### config.mk
export PLATFORM = sky130hd
export DESIGN_NAME = i2s_rx_chan_arb
export DESIGN_NICKNAME = d
export VERILOG_FILES = /design/src/rtl/i2s_rx_chan_arb.sv
export SDC_FILE = /design/constraint.sdc
export NUM_CORES = 1
export LEC_CHECK = 0
export CELL_PAD_IN_SITES_DETAIL_PLACEMENT = 0
export CELL_PAD_IN_SITES_GLOBAL_PLACEMENT = 2
export CORE_MARGIN = 10
export CORE_UTILIZATION = 23
export CTS_CLUSTER_SIZE = 40
export DETAILED_ROUTE_END_ITERATION = 6
export GPL_TIMING_DRIVEN = 1
export PLACE_DENSITY_LB_ADDON = 0.1
export SKIP_LAST_GASP = 1
export SLEW_MARGIN = 15
export SYNTH_ARGS = -nofsm -noshare
export SYNTH_HDL_FRONTEND = slang
export SYNTH_SLANG_ARGS = --single-unit
### constraint.sdc
create_clock -name clk -period 1.8 [get_ports clk]
set_input_delay 0.36 -clock clk [delete_from_list [all_inputs] [get_ports clk]]
set_output_delay 0.36 -clock clk [all_outputs]
set_load 0.03 [all_outputs]
### src/rtl/i2s_rx_chan_arb.sv
// rtl/i2s_rx_chan_arb.sv - RX channel sequencer merging L/R CDC words into a tagged FIFO write stream
module i2s_rx_chan_arb #(
  parameter int WIDTH = 32,
  parameter int CNT_W = 16
) (
  input  logic             clk,
  input  logic             rst_n,
  input  logic             enable,
  input  logic             mono,
  input  logic             clear,
  input  logic [WIDTH-1:0] ch0_data,
  input  logic             ch0_valid,
  output logic             ch0_ack,
  input  logic [WIDTH-1:0] ch1_data,
  input  logic             ch1_valid,
  output logic             ch1_ack,
  output logic [WIDTH-1:0] fifo_wdata,
  output logic             fifo_wchan,
  output logic             fifo_wvalid,
  input  logic             fifo_wready,
  output logic             err_desync,
  output logic             err_stall,
  output logic [CNT_W-1:0] wr_count
);

  typedef enum logic {
    EXP_L = 1'b0,
    EXP_R = 1'b1
  } state_t;

  state_t           state_q, state_d;
  logic [WIDTH-1:0] fifo_wdata_q, fifo_wdata_d;
  logic             fifo_wchan_q, fifo_wchan_d;
  logic             fifo_wvalid_q, fifo_wvalid_d;
  logic             err_desync_q, err_desync_d;
  logic             err_stall_q, err_stall_d;
  logic [CNT_W-1:0] wr_count_q, wr_count_d;

  logic slot_free;
  logic accept_l;
  logic accept_r;
  logic desync;
  logic drain0;
  logic drain1;
  logic stall;
  logic wr_fire;

  // Handshake decode: which word is taken, drained or blocked this cycle
  always_comb begin
    slot_free = ~fifo_wvalid_q | fifo_wready;
    wr_fire   = fifo_wvalid_q & fifo_wready;
    accept_l  = enable & (state_q == EXP_L) & ch0_valid & slot_free;
    accept_r  = enable & ~mono & (state_q == EXP_R) & ch1_valid & slot_free;
    // A fresh left word while still waiting for right means a lost right word
    desync    = enable & ~mono & (state_q == EXP_R) & ch0_valid & ~ch1_valid;
    // Channels not being forwarded are acked and discarded so the CDC never backs up
    drain0    = ~enable & ch0_valid;
    drain1    = (mono | ~enable) & ch1_valid;
    stall     = (enable & (state_q == EXP_L) & ch0_valid & ~slot_free)
              | (enable & ~mono & (state_q == EXP_R) & ch1_valid & ~slot_free);
    ch0_ack   = accept_l | drain0;
    ch1_ack   = accept_r | drain1;
  end

  // Next-state: L/R alternation, with disable and mono both pinning the sequence to L
  always_comb begin
    state_d = state_q;
    if (~enable || mono) begin
      state_d = EXP_L;
    end else begin
      case (state_q)
        EXP_L:   if (accept_l) state_d = EXP_R;
        EXP_R:   if (accept_r || desync) state_d = EXP_L;
        default: state_d = EXP_L;
      endcase
    end
  end

  // Output slot: load on accept, otherwise empty once the FIFO takes the word
  always_comb begin
    fifo_wdata_d  = fifo_wdata_q;
    fifo_wchan_d  = fifo_wchan_q;
    fifo_wvalid_d = fifo_wvalid_q;
    if (accept_l) begin
      fifo_wdata_d  = ch0_data;
      fifo_wchan_d  = 1'b0;
      fifo_wvalid_d = 1'b1;
    end else if (accept_r) begin
      fifo_wdata_d  = ch1_data;
      fifo_wchan_d  = 1'b1;
      fifo_wvalid_d = 1'b1;
    end else if (wr_fire) begin
      fifo_wvalid_d = 1'b0;
    end
  end

  // Sticky flags and write counter; a new event in the clear cycle survives the clear
  always_comb begin
    err_desync_d = desync | (err_desync_q & ~clear);
    err_stall_d  = stall | (err_stall_q & ~clear);
    if (clear) begin
      wr_count_d = wr_fire ? CNT_W'(1) : '0;
    end else begin
      wr_count_d = wr_fire ? wr_count_q + CNT_W'(1) : wr_count_q;
    end
  end

  // State and datapath registers
  always_ff @(posedge clk or negedge rst_n) begin
    if (!rst_n) begin
      state_q       <= EXP_L;
      fifo_wdata_q  <= '0;
      fifo_wchan_q  <= 1'b0;
      fifo_wvalid_q <= 1'b0;
      err_desync_q  <= 1'b0;
      err_stall_q   <= 1'b0;
      wr_count_q    <= '0;
    end else begin
      state_q       <= state_d;
      fifo_wdata_q  <= fifo_wdata_d;
      fifo_wchan_q  <= fifo_wchan_d;
      fifo_wvalid_q <= fifo_wvalid_d;
      err_desync_q  <= err_desync_d;
      err_stall_q   <= err_stall_d;
      wr_count_q    <= wr_count_d;
    end
  end

  assign fifo_wdata  = fifo_wdata_q;
  assign fifo_wchan  = fifo_wchan_q;
  assign fifo_wvalid = fifo_wvalid_q;
  assign err_desync  = err_desync_q;
  assign err_stall   = err_stall_q;
  assign wr_count    = wr_count_q;

endmodule

; After elaboration in Yosys (flattened, before gate mapping)
; Index checks and enable logic that the tools add are counted.
[op_classes]
addsub = 1
n_mul = 0
n_div = 0
n_lt_le_gt_ge = 0
n_eq_ne = 0
shifts = 0
n_mux = 14
bitwise = 30
reduce_logical = 5
[op_table]
columns = operator, count
row1 = $mux W32, 2
row2 = $mux W16, 2
row3 = $add A16 B1 Y16 const B, 1
row4 = $and A1 B1 Y1, 16
row5 = $mux W1, 9
row6 = $not A1 Y1, 7
row7 = $or A1 B1 Y1, 7
row8 = $reduce_bool A2 Y1, 2
row9 = $reduce_bool A3 Y1, 1
row10 = $logic_or A1 B1 Y1, 2
row11 = $pmux W1 S2, 1
[word_totals]
register_bits = 53
latch_bits = 0
mem_bits_rw = 0
mem_bits_ro = 0
in_bits = 72
output_inout_bits = 54
elab_cells = 57
n_memories = 0

; Logic depth before layout (Yosys ltp)
; Gate-level depths: netlist of the first run.
[depth]
ltp_word = 9
mapped_depth = 7
mapped_depth_nobuf = 5

; Least setup slack after synthesis of the first run
; OpenSTA, ideal clock, no wires.
[synth_path]
path_type = reg2out
start = register fifo_wvalid_q (netlist: fifo_wvalid)
end = output port ch1_ack
arrival_time_ns = 1.571
t_required_ns = 1.440
path_slack_ns = -0.131
path_stages_with_launch = 5
path_buffers = 1
cell_sequence = dfrtp_1 > nand2b_1 > buf_2 > nand2_1 > a21boi_0
[synth_between]
elab_chain_len = 4
[synth_rtl]
columns = element, line
row1 = "start, declared", 34  ; logic fifo_wvalid_q, fifo_wvalid_d;
row2 = "start signal, assigned", 122  ; fifo_wvalid_q <= fifo_wvalid_d;
row3 = $not A1 Y1, 50  ; slot_free = ~fifo_wvalid_q | fifo_wready;
row4 = $or A1 B1 Y1, 50
row5 = $and A1 B1 Y1, 53  ; accept_r = enable & ~mono & (state_q == EXP_R) & ch1_valid & slot_free;
row6 = $or A1 B1 Y1, 62  ; ch1_ack = accept_r | drain1;
row7 = "end, declared", 16  ; output logic ch1_ack,
; Every way passes these cells.

; Worst setup path after layout of the first run
[layout_path]
start = register wr_count_q[14] (netlist: wr_count[14])
end = output port wr_count[14]
[layout_rtl]
columns = element, line
row1 = "start, declared", 37  ; logic [CNT_W-1:0] wr_count_q, wr_count_d;
row2 = "start signal, assigned", 125  ; wr_count_q <= wr_count_d;
row3 = "end, declared", 23  ; output logic [CNT_W-1:0] wr_count
; No word-level cell between the ends.

==> results of run 1 <==
## layer usage
layer | part of all wire | wire length, um
met3 | 0.12 | 988
met4 | 0.0097 | 77
met5 | 0 | 0
met1 | 0.40 | 3150
met2 | 0.47 | 3730
## power breakdown
group	switching, uW	internal (uW)
clock network	396	454
logic	624	541
registers	87.3	1350
## stage by stage
stage | power [uW] | instance area (um2) | std cells | utilization
finish | 3450 | 4250 | 538 | 0.394
global route | 3660 | 4250 | 538 | 0.394
CTS | 3530 | 4210 | 537 | 0.390
detailed placement | 2650 | 4090 | 528 | 0.379
global placement | 2640 | 4090 | 528 | 0.379
floorplan | 2010 | 2540 | 253 | -
## flip-flops by register name, summed over array words and instances, names as in the netlist
signal,cells
fifo_wdata,32
wr_count,16
err_desync,1
err_stall,1
fifo_wchan,1
fifo_wvalid,1
state_q,1
## path summary, 6_finish.rpt
path                                            start                    endpoint  slack [ns]  depth (start not counted)
max in group asynchronous                       rst_n           state_q$_DFF_PN0_        1.48                          2
min                                             rst_n     wr_count[1]$_DFFE_PN0P_        0.02                          2
max reg2reg                   wr_count[3]$_DFFE_PN0P_    wr_count[15]$_DFFE_PN0P_        0.13                          4
min in group clk           fifo_wdata[16]$_DFFE_PN0P_  fifo_wdata[16]$_DFFE_PN0P_        0.48                          2
min reg2reg                fifo_wdata[16]$_DFFE_PN0P_  fifo_wdata[16]$_DFFE_PN0P_        0.48                          2
max                          wr_count[14]$_DFFE_PN0P_                wr_count[14]        0.05                          1
## logic make-up after synthesis
kind of cell               count (synthesis)  synth area share
and+or+nand+nor                           83             0.158
AOI/OAI and AO/OA                         57             0.122
DFF                                       53             0.524
muxes                                     32             0.127
buffers and inverters                     19            0.0361
xor gates and xnor gates                   8            0.0277
adders and majority gates                  1           0.00495
## cell usage in the layout (no fill, tap or decap), types with 2 or more instances in the layout
| cell | Yosys | final |
|---|---|---|
| dfrtp_1 | 53 | 49 |
| nor4_1 | 3 | 3 |
| buf_4 | 4 | 24 |
| or3_4 | 1 | 2 |
| clkbuf_8 | 0 | 6 |
| a21oi_1 | 9 | 9 |
| dlygate4sd2_1 | 0 | 7 |
| nand2_1 | 43 | 43 |
| nor2_1 | 9 | 9 |
| mux2i_1 | 32 | 32 |
| xnor2_1 | 7 | 7 |
| buf_12 | 0 | 3 |
| nor2b_1 | 2 | 2 |
| o22ai_1 | 2 | 2 |
| inv_1 | 6 | 6 |
| o21ai_1 | 3 | 3 |
| dlymetal6s2s_1 | 0 | 8 |
| nand3_1 | 7 | 7 |
| dfrtp_2 | 0 | 4 |
| o21ai_0 | 36 | 36 |
| or3_1 | 7 | 6 |
| clkdlybuf4s50_1 | 0 | 107 |
## final cells by class
type,count,share of cell area
flip-flops and latches,53,0.313
repair buffers,150,0.348
well taps,140,0.0412
inverters,6,0.00530
clock buffers,7,0.0203
multi-input cells,181,0.265
clock inverters,1,0.00707
## what timing repair did
item | CTS | global route
hold buffers | 0 | 0
endpoints found under the setup margin | 8 | 12
pin swaps | 1 | 0
resized for setup | 8 | 10
setup buffers | 1 | 1
==> impl_metrics.toml, run 1 <==
[outcome]
outcome = "complete, no violations"

[synth]
synth_area_mm2 = 0.00253
synth.most_common_cell = "dfrtp_1"
ys_ff_latch = 53
synth_ff_type = "dfrtp_1"
yosysTopAreaCell = "dfrtp_1"
synth_top_cell_area_share = 0.524
ys_async_sr_fraction = 1.00
ys_seq_area_frac = 0.524
ys_types = 37
yosys_warnings = 0
syn_nets = 326
synth_edf_count = 0
ys_top_cells_by_area = "dfrtp_1 52%, mux2i_1 13%, o21ai_0 7.1%"
netlist_top_cells_count = "53 x dfrtp_1, 43 x nand2_1, 36 x o21ai_0"
syn-instance-count = 253
syn_area_per_cell_um2 = 9.99

[placement]
dp_hpwl_mm = 6.19
io_buffers = 125
place_ws_ns = -0.242
gp_congestion = 0.721

[routing]
dr_total_vias = 2286
vias_per_cell = 4.25
drt-initial-drc-count = 103
routed_wl_mm = 7.94
wire_per_inst_um = 14.8
drcViolationCount = 0
ant_nets = 0
drt_first_pass_iters = 3

[cells_and_area]
syn2layout_area_growth_pct = 68.0
seqCellArea_mm2 = 0.00133
drive_gt1_frac = 0.113
nNetsFinal = 470
multi_input_area_mm2 = 0.00112
diodes = 0
fillers = 1094

[timing]
tightest_slew_ns = 0.431
hold_slack_ns = 0.0229
finalCriticalPeriod_ns = 1.75
setup_slack_ns = 0.0498
tns_ns = 0
finalCritPeriodShare = 0.972
fmax_ghz = 0.571
final_hold_viol_count = 0
final-setup-viol-count = 0
drv_slew = 0
rsz0062_at_grt = "true"
fin_worst_skew_ns = 0.00367
maxSlewHeadroom = 0.711

[run]
max_cap_viol_count = 0

[worst_setup_path]
endpoint_kind = "output pin"
setup.worst_path.start_class = "flop"
cp_num_buf_inv = 1
arrival_ns = 1.39
crit_type = "flop to output pin"
slowest_stage = "clkdlybuf4s50_1"
crit_family = "buffers and inverters"
crit_path_cell_trace = "clkdlybuf4s50_1"
worstPathRequired_ns = 1.44
cpPeakStageDelay_ns = 0.70
cp_max_fo = 4

[power_and_ir_drop]
cellLeakagePower_uw = 0.00206
powerDensity_mw_per_mm2 = 812
ir_worst_vdd_v = 0.000329

[clocking]
cts_tree = "yes"
cts_buffers = 5
cts_root_buf = "clkbuf_8"
ctsHtreeMaxLevel = 2
cts_sinks = 53
clk_latency_ns = 0.30
cts_buffer_depth = 2
path_clk_slew_ns = 0.09

[global_routing]
met3_usage = 0.0638
grt-busiest-layer = "met2"
grt_pass1_vias = 2384
overflow = 0
globalRouteMet2Util = 0.164
antenna_found_initial = 0
grt_pass1_wl_mm = 12.6
met1_usage = 0.101
grt_usage = 0.0984
grt_max_degree = 57

[die]
start_util = 0.234
rows = 38
die_height_um = 125
core_mm2 = 0.0108
ios = 126
die_w_um = 125
die_area_mm2 = 0.0156

[worst_hold_path]
hold_class = "primary input to async pin"
Note: power is estimated with default switching activity, not from simulation.
==> inputs of run 2 (changes only) <==
--- a/config.mk
+++ b/config.mk
@@ -13,6 +13,7 @@
 export DETAILED_ROUTE_END_ITERATION = 6
 export GPL_TIMING_DRIVEN = 1
 export PLACE_DENSITY_LB_ADDON = 0.1
+export SETUP_SLACK_MARGIN = 0.05
 export SKIP_LAST_GASP = 1
 export SLEW_MARGIN = 15
 export SYNTH_ARGS = -nofsm -noshare
==> impl_metrics.toml, run 2 (synthesis gave the netlist of run 1 again) <==
[routing]
highest_layer = "met4"
dr_total_vias = 2299
drt-initial-drc-count = 84
drcViolationCount = 0
met1_length_mm = 3.28
ant_nets = 0
wl_met2_mm = 3.88
routed_wl_mm = 8.17
met3_length_um = 962
wire_per_inst_um = 15.2
vias_per_cell = 4.28
drt_first_pass_iters = 4

[timing]
final_hold_viol_count = 0
rsz0062_at_grt = "true"
maxSlewHeadroom = 0.751
tightest_slew_ns = 0.372
fmax_ghz = 0.590
drv_slew = 0
fin_worst_skew_ns = 0.00826
setup_slack_ns = 0.105
finalCriticalPeriod_ns = 1.69
finalCritPeriodShare = 0.941
final-setup-viol-count = 0
hold_slack_ns = 0.0296

[run]
max_cap_viol_count = 0

[placement]
place_ws_ns = -0.246
post_dp_cell_area_mm2 = 0.00405
dp_hpwl_mm = 6.18
io_buffers = 125
gp_congestion = 0.761

[cells_and_area]
drive_gt1_frac = 0.116
fillers = 1097
seqCellArea_mm2 = 0.00133
nNetsFinal = 469
final_cell_area_mm2 = 0.00426
multi_input_area_mm2 = 0.00113
final_common_cell = "clkdlybuf4s50_1"
mostFrequentLayoutCells = "70 x clkdlybuf4s50_1, 48 x dfrtp_1, 42 x nand2_1"
largest_reg_flops = 32
syn2layout_area_growth_pct = 68.3
diodes = 0
final_core_util = 0.394

[power_and_ir_drop]
powerDensity_mw_per_mm2 = 766
ir_worst_vdd_v = 0.000348
cellLeakagePower_uw = 0.00233
total_power_uw = 3260

[die]
start_util = 0.234
die_height_um = 125
die_area_mm2 = 0.0156
die_w_um = 125
ios = 126
core_mm2 = 0.0108
rows = 38

[global_routing]
grt_pass1_vias = 2487
grt_max_degree = 65
overflow = 0
grt_usage = 0.103
antenna_found_initial = 0
grt_pass1_wl_mm = 13.2

[worst_setup_path]
crit_path_cell_trace = "clkdlybuf4s50_1"
regToRegStartpoint = "fifo_wvalid$_DFFE_PN0P_"
crit_type = "flop to output pin"
crit_family = "buffers and inverters"
rr_worst_depth = 5
endpoint_kind = "output pin"
r2r-end = "wr_count[15]$_DFFE_PN0P_"
worstPathRequired_ns = 1.44
rrSetupSlack_ns = 0.15
slowest_stage = "clkdlybuf4s50_1"
cp_num_buf_inv = 1
cpPeakStageDelay_ns = 0.68
setup.worst_path.start_class = "flop"
arrival_ns = 1.33
cp_max_fo = 2

[clocking]
ctsHtreeMaxLevel = 2
cts_buffer_depth = 2
cts_root_buf = "clkbuf_8"
cts_sinks = 53
cts_buffers = 5
clk_latency_ns = 0.30
cts_tree = "yes"
path_clk_slew_ns = 0.10

[outcome]
outcome = "complete, no violations"

[worst_hold_path]
hold_class = "primary input to async pin"
## run 2: metal layers
metal  GRT usage  vias to the layer above
met4      0.0203                        0
met3      0.0613                        4
li1            -                     1167
met2       0.171                       73
met5           0                        -
met1       0.111                     1055
## run 2: metrics by stage
step	setup TNS (ns)	instances
after floorplan	0	253
after global placement	-6.24	523
after detailed placement	-6.36	523
after CTS	0	533
after global routing	0	537
final	0	537
## run 2: worst max path at each step
| stage | slack (ns) | cells after the start | start | to |
|---|---|---|---|---|
| 2_1_floorplan | 0.05 | 7 | fifo_wvalid$_DFFE_PN0P_ | ch0_ack |
| 3_3_place_gp | -0.25 | 5 | fifo_wready | wr_count[15]$_DFFE_PN0P_ |
| 3_5_place_dp | -0.25 | 5 | fifo_wready | wr_count[15]$_DFFE_PN0P_ |
| 4_1_cts | 0.04 | 5 | ch0_valid | ch0_ack |
| 5_1_grt | 0.01 | 5 | fifo_wvalid$_DFFE_PN0P_ | ch1_ack |
| 6_report | 0.11 | 1 | fifo_wdata[4]$_DFFE_PN0P_ | fifo_wdata[4] |
## run 2: layout make-up
class,instances,share of cell area
tap,140,0.0412
inverter,6,0.00529
clock buffer,8,0.0212
timing repair buffer,149,0.354
sequential,53,0.313
multi-input combinational,181,0.265
## run 2: where the power goes
group	total (uW)	switching [uW]	internal [uW]
clock network	708	392	315
logic	1120	622	502
registers	1430	83.8	1350
total	3260	1100	2160
## run 2: what timing repair did
item / in CTS / in global routing
setup buffers: 2 / 4
resized for setup: 25 / 35
pin swaps: 0 / 2
hold buffers: 0 / 0
endpoints found under the setup margin: 24 / 32
